--- src/rtl/sdram_slot_arbiter_pkg.sv ---
// Shared definitions for the SDRAM slot arbiter: bus widths, slot timing helpers
// and the per-slot command encoding.
package sdram_slot_arbiter_pkg;

  localparam int unsigned ADDR_W       = 24;
  localparam int unsigned DATA_W       = 16;
  localparam int unsigned BE_W         = 2;
  localparam int unsigned SLOT_LEN_DEF = 8;
  localparam int unsigned GRANT_PHASE  = 1;

  typedef enum logic [1:0] {
    CMD_IDLE = 2'd0,
    CMD_RD   = 2'd1,
    CMD_WR   = 2'd2
  } cmd_e;

  typedef struct packed {
    logic              we;
    logic [ADDR_W-1:0] addr;
    logic [DATA_W-1:0] wdata;
    logic [BE_W-1:0]   be;
  } port_cmd_t;

  function automatic int unsigned phase_w(input int unsigned slot_len);
    return (slot_len > 1) ? $clog2(slot_len) : 1;
  endfunction

  // Reference strobe is high for the first half of every slot.
  function automatic int unsigned clkref_high_phases(input int unsigned slot_len);
    return slot_len / 2;
  endfunction

endpackage

--- src/rtl/sdram_rr_pick.sv ---
// Combinational round-robin picker: first eligible port after ptr, wrapping.
module sdram_rr_pick
  import sdram_slot_arbiter_pkg::*;
#(
  parameter int unsigned NUM_PORTS = 3,
  parameter int unsigned IDX_W     = 2
) (
  input  logic [NUM_PORTS-1:0] eligible,
  input  logic [IDX_W-1:0]     ptr,
  output logic                 valid_c,
  output logic [IDX_W-1:0]     index_c
);

  logic [IDX_W-1:0] cand;

  always_comb begin
    valid_c = 1'b0;
    index_c = '0;
    cand    = '0;
    for (int unsigned k = 1; k <= NUM_PORTS; k++) begin
      cand = IDX_W'((32'(ptr) + k) % NUM_PORTS);
      if (!valid_c && eligible[cand]) begin
        valid_c = 1'b1;
        index_c = cand;
      end
    end
  end

endmodule

--- src/rtl/sdram_slot_arbiter.sv ---
// Fixed-slot arbiter sharing one SDRAM controller between NUM_PORTS requesters,
// with an init blackout window and forced idle slots for auto-refresh.
module sdram_slot_arbiter
  import sdram_slot_arbiter_pkg::*;
#(
  parameter int unsigned NUM_PORTS   = 3,
  parameter int unsigned SLOT_LEN    = SLOT_LEN_DEF,
  parameter int unsigned INIT_SLOTS  = 32,
  parameter int unsigned REFRESH_MAX = 6
) (
  input  logic                        clk,
  input  logic                        reset_n,
  input  logic [NUM_PORTS-1:0]        req,
  input  logic [NUM_PORTS-1:0]        we,
  input  logic [ADDR_W*NUM_PORTS-1:0] addr,
  input  logic [DATA_W*NUM_PORTS-1:0] wdata,
  input  logic [BE_W*NUM_PORTS-1:0]   be,
  output logic [NUM_PORTS-1:0]        ack,
  output logic [DATA_W-1:0]           rdata,
  output logic                        mem_clkref,
  output logic                        mem_rd,
  output logic                        mem_we,
  output logic [ADDR_W-1:0]           mem_raddr,
  output logic [ADDR_W-1:0]           mem_waddr,
  output logic [DATA_W-1:0]           mem_din,
  output logic [BE_W-1:0]             mem_be,
  input  logic [DATA_W-1:0]           mem_dout
);

  localparam int unsigned PH_W   = phase_w(SLOT_LEN);
  localparam int unsigned CLK_HI = clkref_high_phases(SLOT_LEN);
  localparam int unsigned IDX_W  = (NUM_PORTS > 1) ? $clog2(NUM_PORTS) : 1;
  localparam int unsigned INIT_W = (INIT_SLOTS > 0) ? $clog2(INIT_SLOTS + 1) : 1;
  localparam int unsigned BUSY_W = (REFRESH_MAX > 0) ? $clog2(REFRESH_MAX + 1) : 1;

  logic [PH_W-1:0]      phase_q, phase_d;
  logic                 clkref_q, clkref_d;
  logic [INIT_W-1:0]    init_q, init_d;
  logic [BUSY_W-1:0]    busy_q, busy_d;
  logic [IDX_W-1:0]     ptr_q, ptr_d;
  logic [IDX_W-1:0]     port_q, port_d;
  cmd_e                 cmd_q, cmd_d;
  logic [NUM_PORTS-1:0] ack_q, ack_d;
  logic [DATA_W-1:0]    rdata_q, rdata_d;
  logic                 mem_rd_q, mem_rd_d;
  logic                 mem_we_q, mem_we_d;
  logic [ADDR_W-1:0]    raddr_q, raddr_d;
  logic [ADDR_W-1:0]    waddr_q, waddr_d;
  logic [DATA_W-1:0]    din_q, din_d;
  logic [BE_W-1:0]      be_q, be_d;

  logic [NUM_PORTS-1:0] done_mask_c;
  logic [NUM_PORTS-1:0] eligible_c;
  logic                 pick_valid_c;
  logic [IDX_W-1:0]     pick_idx_c;
  port_cmd_t            sel_c;
  logic                 grant_pt_c;
  logic                 suppress_c;

  // The port completing this slot sits out one grant point.
  always_comb begin
    done_mask_c = '0;
    for (int i = 0; i < int'(NUM_PORTS); i++) begin
      if ((cmd_q != CMD_IDLE) && (port_q == IDX_W'(i))) done_mask_c[i] = 1'b1;
    end
    eligible_c = req & ~done_mask_c;
  end

  sdram_rr_pick #(
    .NUM_PORTS (NUM_PORTS),
    .IDX_W     (IDX_W)
  ) u_pick (
    .eligible (eligible_c),
    .ptr      (ptr_q),
    .valid_c  (pick_valid_c),
    .index_c  (pick_idx_c)
  );

  always_comb begin
    sel_c = '0;
    for (int i = 0; i < int'(NUM_PORTS); i++) begin
      if (pick_idx_c == IDX_W'(i)) begin
        sel_c.we    = we[i];
        sel_c.addr  = addr[i*ADDR_W +: ADDR_W];
        sel_c.wdata = wdata[i*DATA_W +: DATA_W];
        sel_c.be    = be[i*BE_W +: BE_W];
      end
    end
  end

  // Slot sequencing, completion, grant and bus drive.
  always_comb begin
    phase_d = phase_q + PH_W'(1);
    if (phase_q == PH_W'(SLOT_LEN - 1)) phase_d = '0;
    clkref_d   = (phase_d < PH_W'(CLK_HI));
    grant_pt_c = (phase_d == PH_W'(GRANT_PHASE));
    suppress_c = (init_q != '0) || (busy_q == BUSY_W'(REFRESH_MAX));

    init_d   = init_q;
    busy_d   = busy_q;
    ptr_d    = ptr_q;
    port_d   = port_q;
    cmd_d    = cmd_q;
    ack_d    = '0;
    rdata_d  = rdata_q;
    mem_rd_d = mem_rd_q;
    mem_we_d = mem_we_q;
    raddr_d  = raddr_q;
    waddr_d  = waddr_q;
    din_d    = din_q;
    be_d     = be_q;

    if (grant_pt_c) begin
      ack_d = done_mask_c;
      if (cmd_q == CMD_RD) rdata_d = mem_dout;
      if (init_q != '0) init_d = init_q - INIT_W'(1);

      if (pick_valid_c && !suppress_c) begin
        ptr_d    = pick_idx_c;
        port_d   = pick_idx_c;
        cmd_d    = sel_c.we ? CMD_WR : CMD_RD;
        mem_rd_d = !sel_c.we;
        mem_we_d = sel_c.we;
        if (sel_c.we) begin
          waddr_d = sel_c.addr;
          din_d   = sel_c.wdata;
          be_d    = sel_c.be;
        end else begin
          raddr_d = sel_c.addr;
        end
        if (busy_q != BUSY_W'(REFRESH_MAX)) busy_d = busy_q + BUSY_W'(1);
      end else begin
        cmd_d    = CMD_IDLE;
        mem_rd_d = 1'b0;
        mem_we_d = 1'b0;
        busy_d   = '0;
      end
    end
  end

  always_ff @(posedge clk or negedge reset_n) begin
    if (!reset_n) begin
      phase_q  <= '0;
      clkref_q <= 1'b0;
      init_q   <= INIT_W'(INIT_SLOTS);
      busy_q   <= '0;
      ptr_q    <= '0;
      port_q   <= '0;
      cmd_q    <= CMD_IDLE;
      ack_q    <= '0;
      rdata_q  <= '0;
      mem_rd_q <= 1'b0;
      mem_we_q <= 1'b0;
      raddr_q  <= '0;
      waddr_q  <= '0;
      din_q    <= '0;
      be_q     <= '0;
    end else begin
      phase_q  <= phase_d;
      clkref_q <= clkref_d;
      init_q   <= init_d;
      busy_q   <= busy_d;
      ptr_q    <= ptr_d;
      port_q   <= port_d;
      cmd_q    <= cmd_d;
      ack_q    <= ack_d;
      rdata_q  <= rdata_d;
      mem_rd_q <= mem_rd_d;
      mem_we_q <= mem_we_d;
      raddr_q  <= raddr_d;
      waddr_q  <= waddr_d;
      din_q    <= din_d;
      be_q     <= be_d;
    end
  end

  assign ack        = ack_q;
  assign rdata      = rdata_q;
  assign mem_clkref = clkref_q;
  assign mem_rd     = mem_rd_q;
  assign mem_we     = mem_we_q;
  assign mem_raddr  = raddr_q;
  assign mem_waddr  = waddr_q;
  assign mem_din    = din_q;
  assign mem_be     = be_q;

endmodule

--- config.mk ---
export PLATFORM = sky130hd
export DESIGN_NAME = sdram_slot_arbiter
export DESIGN_NICKNAME = d
export VERILOG_FILES = /design/src/rtl/sdram_slot_arbiter_pkg.sv /design/src/rtl/sdram_rr_pick.sv /design/src/rtl/sdram_slot_arbiter.sv
export SDC_FILE = /design/constraint.sdc
export NUM_CORES = 1
export LEC_CHECK = 0
export CAP_MARGIN = 20
export CORE_MARGIN = 3
export CORE_UTILIZATION = 49
export DETAILED_ROUTE_END_ITERATION = 12
export DONT_BUFFER_PORTS = 1
export PLACE_DENSITY = 0.63
export SETUP_SLACK_MARGIN = 0.4
export SLEW_MARGIN = 0
export SYNTH_ARGS = -nofsm -noshare
export SYNTH_HDL_FRONTEND = slang
export SYNTH_SLANG_ARGS = --single-unit
--- constraint.sdc ---
create_clock -name clk -period 6.9 [get_ports clk]
set_input_delay 1.725 -clock clk [delete_from_list [all_inputs] [get_ports clk]]
set_output_delay 1.725 -clock clk [all_outputs]
set_load 0.005 [all_outputs]
Word-level counts from Yosys, hierarchy flattened
Index checks and enable logic that the tools add are counted.
{"block": "classes", "n_reduce_logical": 21, "bitwise": 3, "magnitude_cmp": 4, "n_eq_ne": 10, "add_sub_neg": 6, "div_mod_pow": 3, "mul": 0, "mux": 26, "shift": 0}
{"cell": "$mux W43", "n": 3}
{"cell": "$mod A32 B2 Y32 const B", "n": 3}
{"cell": "$mux W3", "n": 4}
{"cell": "$mux W1", "n": 11}
{"cell": "$mux W2", "n": 5}
{"cell": "$lt A2 B3 Y1 const B", "n": 3}
{"cell": "$reduce_and A2 Y1", "n": 4}
{"cell": "$add A2 B2 Y3 const B", "n": 2}
{"cell": "$add A3 B1 Y3 const B", "n": 2}
{"cell": "$bmux W1 S2", "n": 3}
{"cell": "$eq A2 B1 Y1 const B", "n": 3}
{"cell": "$eq A3 B3 Y1 const B", "n": 2}
{"cell": "$logic_and A1 B1 Y1", "n": 6}
{"cell": "$reduce_and A3 Y1", "n": 2}
{"cell": "$reduce_bool A6 Y1", "n": 1}
{"cell": "$sub A6 B1 Y6 const B", "n": 1}
{"cell": "$eq A2 B2 Y1 const B", "n": 2}
{"cell": "$logic_not A1 Y1", "n": 4}
{"cell": "$logic_not A2 Y1", "n": 2}
{"cell": "$add A2 B1 Y3 const B", "n": 1}
{"cell": "$and A3 B3 Y3", "n": 1}
{"cell": "$eq A3 B1 Y1 const B", "n": 1}
{"cell": "$lt A3 B3 Y1 const B", "n": 1}
{"cell": "$ne A3 B3 Y1 const B", "n": 1}
{"cell": "5 further kinds", "n": 5}
{"block": "word_totals", "memories": 0, "input_bits": 150, "reg_bits": 104, "ramBits": 0, "mem_bits_ro": 0, "latch_bits": 0, "word_cells": 87}

Depth between registers and ports, before layout
{"block": "depth", "word_depth": 20, "ltp_mapped": 13, "ltp_nobuf": 9}

Hierarchy
Synthesis repeated with hierarchy kept, for this count alone.
{"block": "hier_totals", "cells_unflattened": 416, "hier_area_um2": 5202.5}
{"module": "sdram_slot_arbiter", "cells_per_inst": 396, "area_each_um2": 5071.1, "n_inst": 1}
{"module": "sdram_rr_pick", "cells_per_inst": 20, "area_each_um2": 131.4, "n_inst": 1}

Worst setup path after synthesis
No wires, ideal clock.
{"block": "synth_path", "path_kind": "in2reg", "startpoint": "in req[0]", "endpoint": "reg din_q[14] (netlist: mem_din[14])", "arrival_time_ns": 3.510, "path_buffers": 2, "required_time_ns": 6.775, "path_stages": 9, "path_slack_ns": 3.265, "setup_ns": 0.125, "path_cell_list": "a21boi_0 a32o_1 o21ai_1 nor3b_4 mux2i_1 nand3b_1 buf_4 buf_6 mux2_4"}
{"block": "synth_via", "elab_chain_len": 15}
{"item": "start, declared", "line_no": "sdram_slot_arbiter.sv:13", "rtl": "input logic [NUM_PORTS-1:0] req,"}
{"item": "$and A3 B3 Y3 *", "line_no": "sdram_slot_arbiter.sv:66", "rtl": "eligible_c = req & ~done_mask_c;"}
{"item": "$bmux W1 S2", "line_no": "sdram_rr_pick.sv:22", "rtl": "if (!valid_c && eligible[cand]) begin"}
{"item": "$mux W1 (not written as such)", "line_no": "sdram_rr_pick.sv:22"}
{"item": "$mux W1", "line_no": "sdram_rr_pick.sv:22"}
{"item": "$logic_not A1 Y1", "line_no": "sdram_rr_pick.sv:22"}
{"item": "$logic_and A1 B1 Y1", "line_no": "sdram_rr_pick.sv:22"}
{"item": "$mux W1", "line_no": "sdram_rr_pick.sv:22"}
{"item": "$logic_not A1 Y1", "line_no": "sdram_rr_pick.sv:22"}
{"item": "$logic_and A1 B1 Y1", "line_no": "sdram_rr_pick.sv:22"}
{"item": "$mux W2", "line_no": "sdram_rr_pick.sv:22"}
{"item": "$logic_not A2 Y1", "line_no": "sdram_slot_arbiter.sv:82", "rtl": "if (pick_idx_c == IDX_W'(i)) begin"}
{"item": "$mux W43 (3 in series)", "line_no": "sdram_slot_arbiter.sv:82"}
{"item": "$reduce_and A3 Y1 (no source line)"}
{"item": "end signal, assigned", "line_no": "sdram_slot_arbiter.sv:172", "rtl": "din_q <= din_d;"}
{"item": "end, declared", "line_no": "sdram_slot_arbiter.sv:49", "rtl": "logic [DATA_W-1:0] din_q, din_d;"}
Every way passes the cells marked *; elsewhere a longest branch is shown, timed or not. The select of a mux whose other input is x is not followed.
A chain may end at the register's enable or synchronous reset.

Final worst setup path
{"block": "layout_path", "startpoint": "in req[1]", "endpoint": "reg be_q[0] (netlist: mem_be[0])"}
{"block": "layout_via", "elab_chain_len": 15}
{"item": "$and A3 B3 Y3 *", "line_no": "sdram_slot_arbiter.sv:66"}
{"item": "$bmux W1 S2", "line_no": "sdram_rr_pick.sv:22"}
{"item": "$mux W1 (not written as such)", "line_no": "sdram_rr_pick.sv:22"}
{"item": "$mux W1", "line_no": "sdram_rr_pick.sv:22"}
{"item": "$logic_not A1 Y1", "line_no": "sdram_rr_pick.sv:22"}
{"item": "$logic_and A1 B1 Y1", "line_no": "sdram_rr_pick.sv:22"}
{"item": "$mux W1", "line_no": "sdram_rr_pick.sv:22"}
{"item": "$logic_not A1 Y1", "line_no": "sdram_rr_pick.sv:22"}
{"item": "$logic_and A1 B1 Y1", "line_no": "sdram_rr_pick.sv:22"}
{"item": "$mux W2", "line_no": "sdram_rr_pick.sv:22"}
{"item": "$logic_not A2 Y1", "line_no": "sdram_slot_arbiter.sv:82"}
{"item": "$mux W43 (3 in series)", "line_no": "sdram_slot_arbiter.sv:82"}
{"item": "$reduce_and A3 Y1 (no source line)"}
{"item": "end signal, assigned", "line_no": "sdram_slot_arbiter.sv:157", "rtl": "be_q <= '0;"}
{"item": "end signal, assigned", "line_no": "sdram_slot_arbiter.sv:173", "rtl": "be_q <= be_d;"}
{"item": "end, declared", "line_no": "sdram_slot_arbiter.sv:50", "rtl": "logic [BE_W-1:0] be_q, be_d;"}
Marks and branches as above.

==> impl_metrics.yaml <==
route:
  dr.pass1.iters: 5
  viasPerCell: 5.70
  drtIter0Drc: 153
  routed-via-count: 3290
  drc: 0
  avgRoutedWirePerCell_um: 20.2
  antenna_left: 0
  drt_wl_total_um: 11600
synth:
  synth_warnings: 0
  synth_cell_types: 51
  netlist_instances: 445
  avgSynthCellArea_sq_um: 11.8
  synth-edff-count: 0
  async_reset_ff_share_pct: 100
  synth_seq_cells: 102
  synthesis.nets: 607
  seq_area_frac_synth_pct: 48.6
  synth_area_sq_um: 5250
  synthFlopType: "dfrtp_1"
clocking:
  cts.htree.levels: 3
  cts-resized-gates: 0
  hold_buffers: 0
  cts_tree: "yes"
  cts-root-buf: "clkbuf_8"
  clk_pin_slew_worst_paths_ps: 100
  post-cts-setup-buffer-count: 0
  cts-buffers-inserted: 9
  cts_num_sinks: 102
  insertion_delay_ps: 360
  cts_buffer_depth: 2
sta:
  fmax_mhz: 230
  drv_slew: 0
  worst_pin_slew_ps: 1130
  max_slew_margin_pct: 24.7
  setup-tns-final_ps: 0
  hold_violations: 0
  finalCriticalPeriod_ps: 4340
  clock_skew_ps: 8.55
  rsz0062_at_grt: "false"
  fin_hold_ws_ps: 453
  min_period_over_period_pct: 63.0
  setup_violations: 0
floorplanning:
  io_pins: 238
  initial_utilization_pct: 50.7
  die_area_sq_um: 12000
  die_w_um: 110
  dieHeight_um: 110
  core-area_sq_um: 10400
  placementRows: 37
power_and_ir_drop:
  switching_share_pct: 39.4
  p_leak_nw: 2.63
  combinationalPowerShare_pct: 39.8
  p_per_area_nw_per_um2: 447
  peakVddDrop_v: 0.000207
  pwr-share-seq_pct: 44.4
  power.net_switching_uw: 972
  internal-power_mw: 1.50
  p_total_mw: 2.47
  p_clk_share_pct: 15.7
worst_setup_path:
  crit_path_end_kind: "flip-flop"
  r2r-start: "port_q[0]"
  path_max_fanout: 33
  start_kind: "input port"
  cp.required_ps: 7150
  crit_path_top_delay_cell: "o32a_1"
  critPathLaunch: "req[1]"
  cp.arrival_ps: 4590
  max_stage_delay_ps: 640
  worstPathCellList: "nand2_2 -> or2_1 -> o32a_1 -> a2bb2oi_4 -> nand3b_1 -> buf_4 -> mux2_2"
  worstSetupPathType: "in2reg"
placement:
  io_buffer_count: 0
  gp_congestion: 0.894
  hpwl_um: 8570
global_routing:
  grt_pass1_wl_um: 17500
  grt_usage_pct: 19.0
  grt.overflow.total: 0
  grt_pass1_vias: 3296
  grt_max_degree: 103
  grt_antenna_before_repair: 0
final_layout:
  drive_gt1_share_pct: 18.6
  num-fill-cells: 905
  nNetsFinal: 598
  diodes: 0
  synthToLayoutAreaGrowth_pct: 5.17
hold_path:
  worstHoldPathType: "reg2reg"
  min-delay-start: "phase_q[0]"
status:
  status: "completed"
job:
  max-cap-violations: 0
synthesized netlist by cell type, types with 2 or more instances:
library cell,count,area [sq um]
dfrtp_1,101,2530
mux2i_1,57,571
inv_1,46,173
nand2_1,32,120
mux2_2,27,304
mux2_4,22,330
o21ai_0,22,110
nand2b_1,17,106
o221ai_1,16,140
ha_1,12,150
clkbuf_1,9,33.8
nor2_1,8,30.0
a222oi_1,7,70.1
a21oi_1,5,25.0
buf_2,5,25.0
buf_4,5,37.5
buf_6,4,45.0
nor3_1,4,20.0
a32oi_1,3,26.3
nor2b_1,3,18.8
xnor2_1,3,26.3
a21o_1,2,15.0
nand3b_1,2,15.0
nor3b_1,2,15.0
o21ai_1,2,10.0
o32ai_1,2,17.5
or2_2,2,12.5
xor2_1,2,17.5
registers in the layout (all words and copies together) (netlist names):
register and flops:
mem_raddr 24, mem_waddr 24, mem_din 16, rdata 16
init_q 6, ack 3, busy_q 3, phase_q 3
mem_be 2, port_q 2, cmd_q 1, mem_clkref 1
mem_rd 1
path summary, 6_finish.rpt:
path	end	slack [ps]	cells past startpoint
setup / recovery	mem_be[0]	2560	7
hold / removal	phase_q[0]	450	1
setup reg to reg	mem_be[0]	2810	10
hold reg to reg	phase_q[0]	450	1
max in group asynchronous	init_q[5]	5660	0
min in group asynchronous	ack[1]	1050	0
metal layers:
layer	GRT usage, %	routed length (um)
met1	24.4	4700
met3	4.93	945
met2	31.6	5840
met5	0	0
met4	5.70	148
power by group through the flow:
stage	Clock (mW)	Sequential, mW	Combinational (mW)
3_3_place_gp	0	1.12	0.952
6_report	0.389	1.10	0.985
5_1_grt	0.431	1.14	1.10
4_1_cts	0.405	1.11	0.991
3_5_place_dp	0	1.12	0.990
2_1_floorplan	0	1.03	0.830
stage by stage:
| step | instances | instance area (sq um) | util [%] | worst slack (ps) |
|---|---|---|---|---|
| 5_1_grt | 577 | 5530 | 53.3 | 2360 |
| 3_3_place_gp | 560 | 5310 | 51.2 | 2200 |
| 2_1_floorplan | 445 | 5250 | - | 3260 |
| 6_report | 577 | 5530 | 53.3 | 2560 |
| 4_1_cts | 576 | 5510 | 53.2 | 2510 |
| 3_5_place_dp | 560 | 5310 | 51.2 | 2110 |
kinds of logic (layout without fill, tap and decap cells):
group / after synthesis / in the layout / share of synthesized area (%)
muxes: 106 / 106 / 22.9
DFF: 102 / 102 / 48.6
and+or+nand+nor: 78 / 78 / 7.62
AOI/OAI and AO/OA: 72 / 72 / 10.8
buffers and inverters: 70 / 66 / 6.36
adders and majority gates: 12 / 12 / 2.86
xor gates and xnor gates: 5 / 5 / 0.834
layout by cell type (no fill, tap or decap), types with 3 or more instances in the layout:
| cell | Yosys | layout |
|---|---|---|
| a21oi_1 | 5 | 5 |
| a222oi_1 | 7 | 7 |
| a32oi_1 | 3 | 3 |
| buf_4 | 5 | 3 |
| clkbuf_8 | 0 | 10 |
| dfrtp_1 | 101 | 101 |
| ha_1 | 12 | 12 |
| inv_1 | 46 | 46 |
| inv_6 | 0 | 3 |
| mux2_2 | 27 | 27 |
| mux2_4 | 22 | 22 |
| mux2i_1 | 57 | 57 |
| nand2_1 | 32 | 32 |
| nand2b_1 | 17 | 17 |
| nor2_1 | 8 | 8 |
| nor2b_1 | 3 | 3 |
| nor3_1 | 4 | 4 |
| o21ai_0 | 22 | 22 |
| o221ai_1 | 16 | 16 |
| xnor2_1 | 3 | 3 |
area by class of cell:
| type | instances | area [sq um] | area share (%) |
|---|---|---|---|
| Timing Repair Buffer | 4 | 33.8 | 0.611 |
| Clock inverter | 6 | 66.3 | 1.20 |
| Inverter | 46 | 173 | 3.13 |
| Multi-Input combinational cell | 273 | 2390 | 43.3 |
| Tap cell | 136 | 170 | 3.08 |
| Sequential cell | 102 | 2550 | 46.2 |
| Clock buffer | 10 | 138 | 2.49 |
critical path, delay by kind of cell:
kind	cells	cell delay [ps]
muxes	1	410
buffers and inverters	1	610
and+or+nand+nor	3	900
AOI/OAI and AO/OA	2	920
Power figures use the tool's default switching activity.
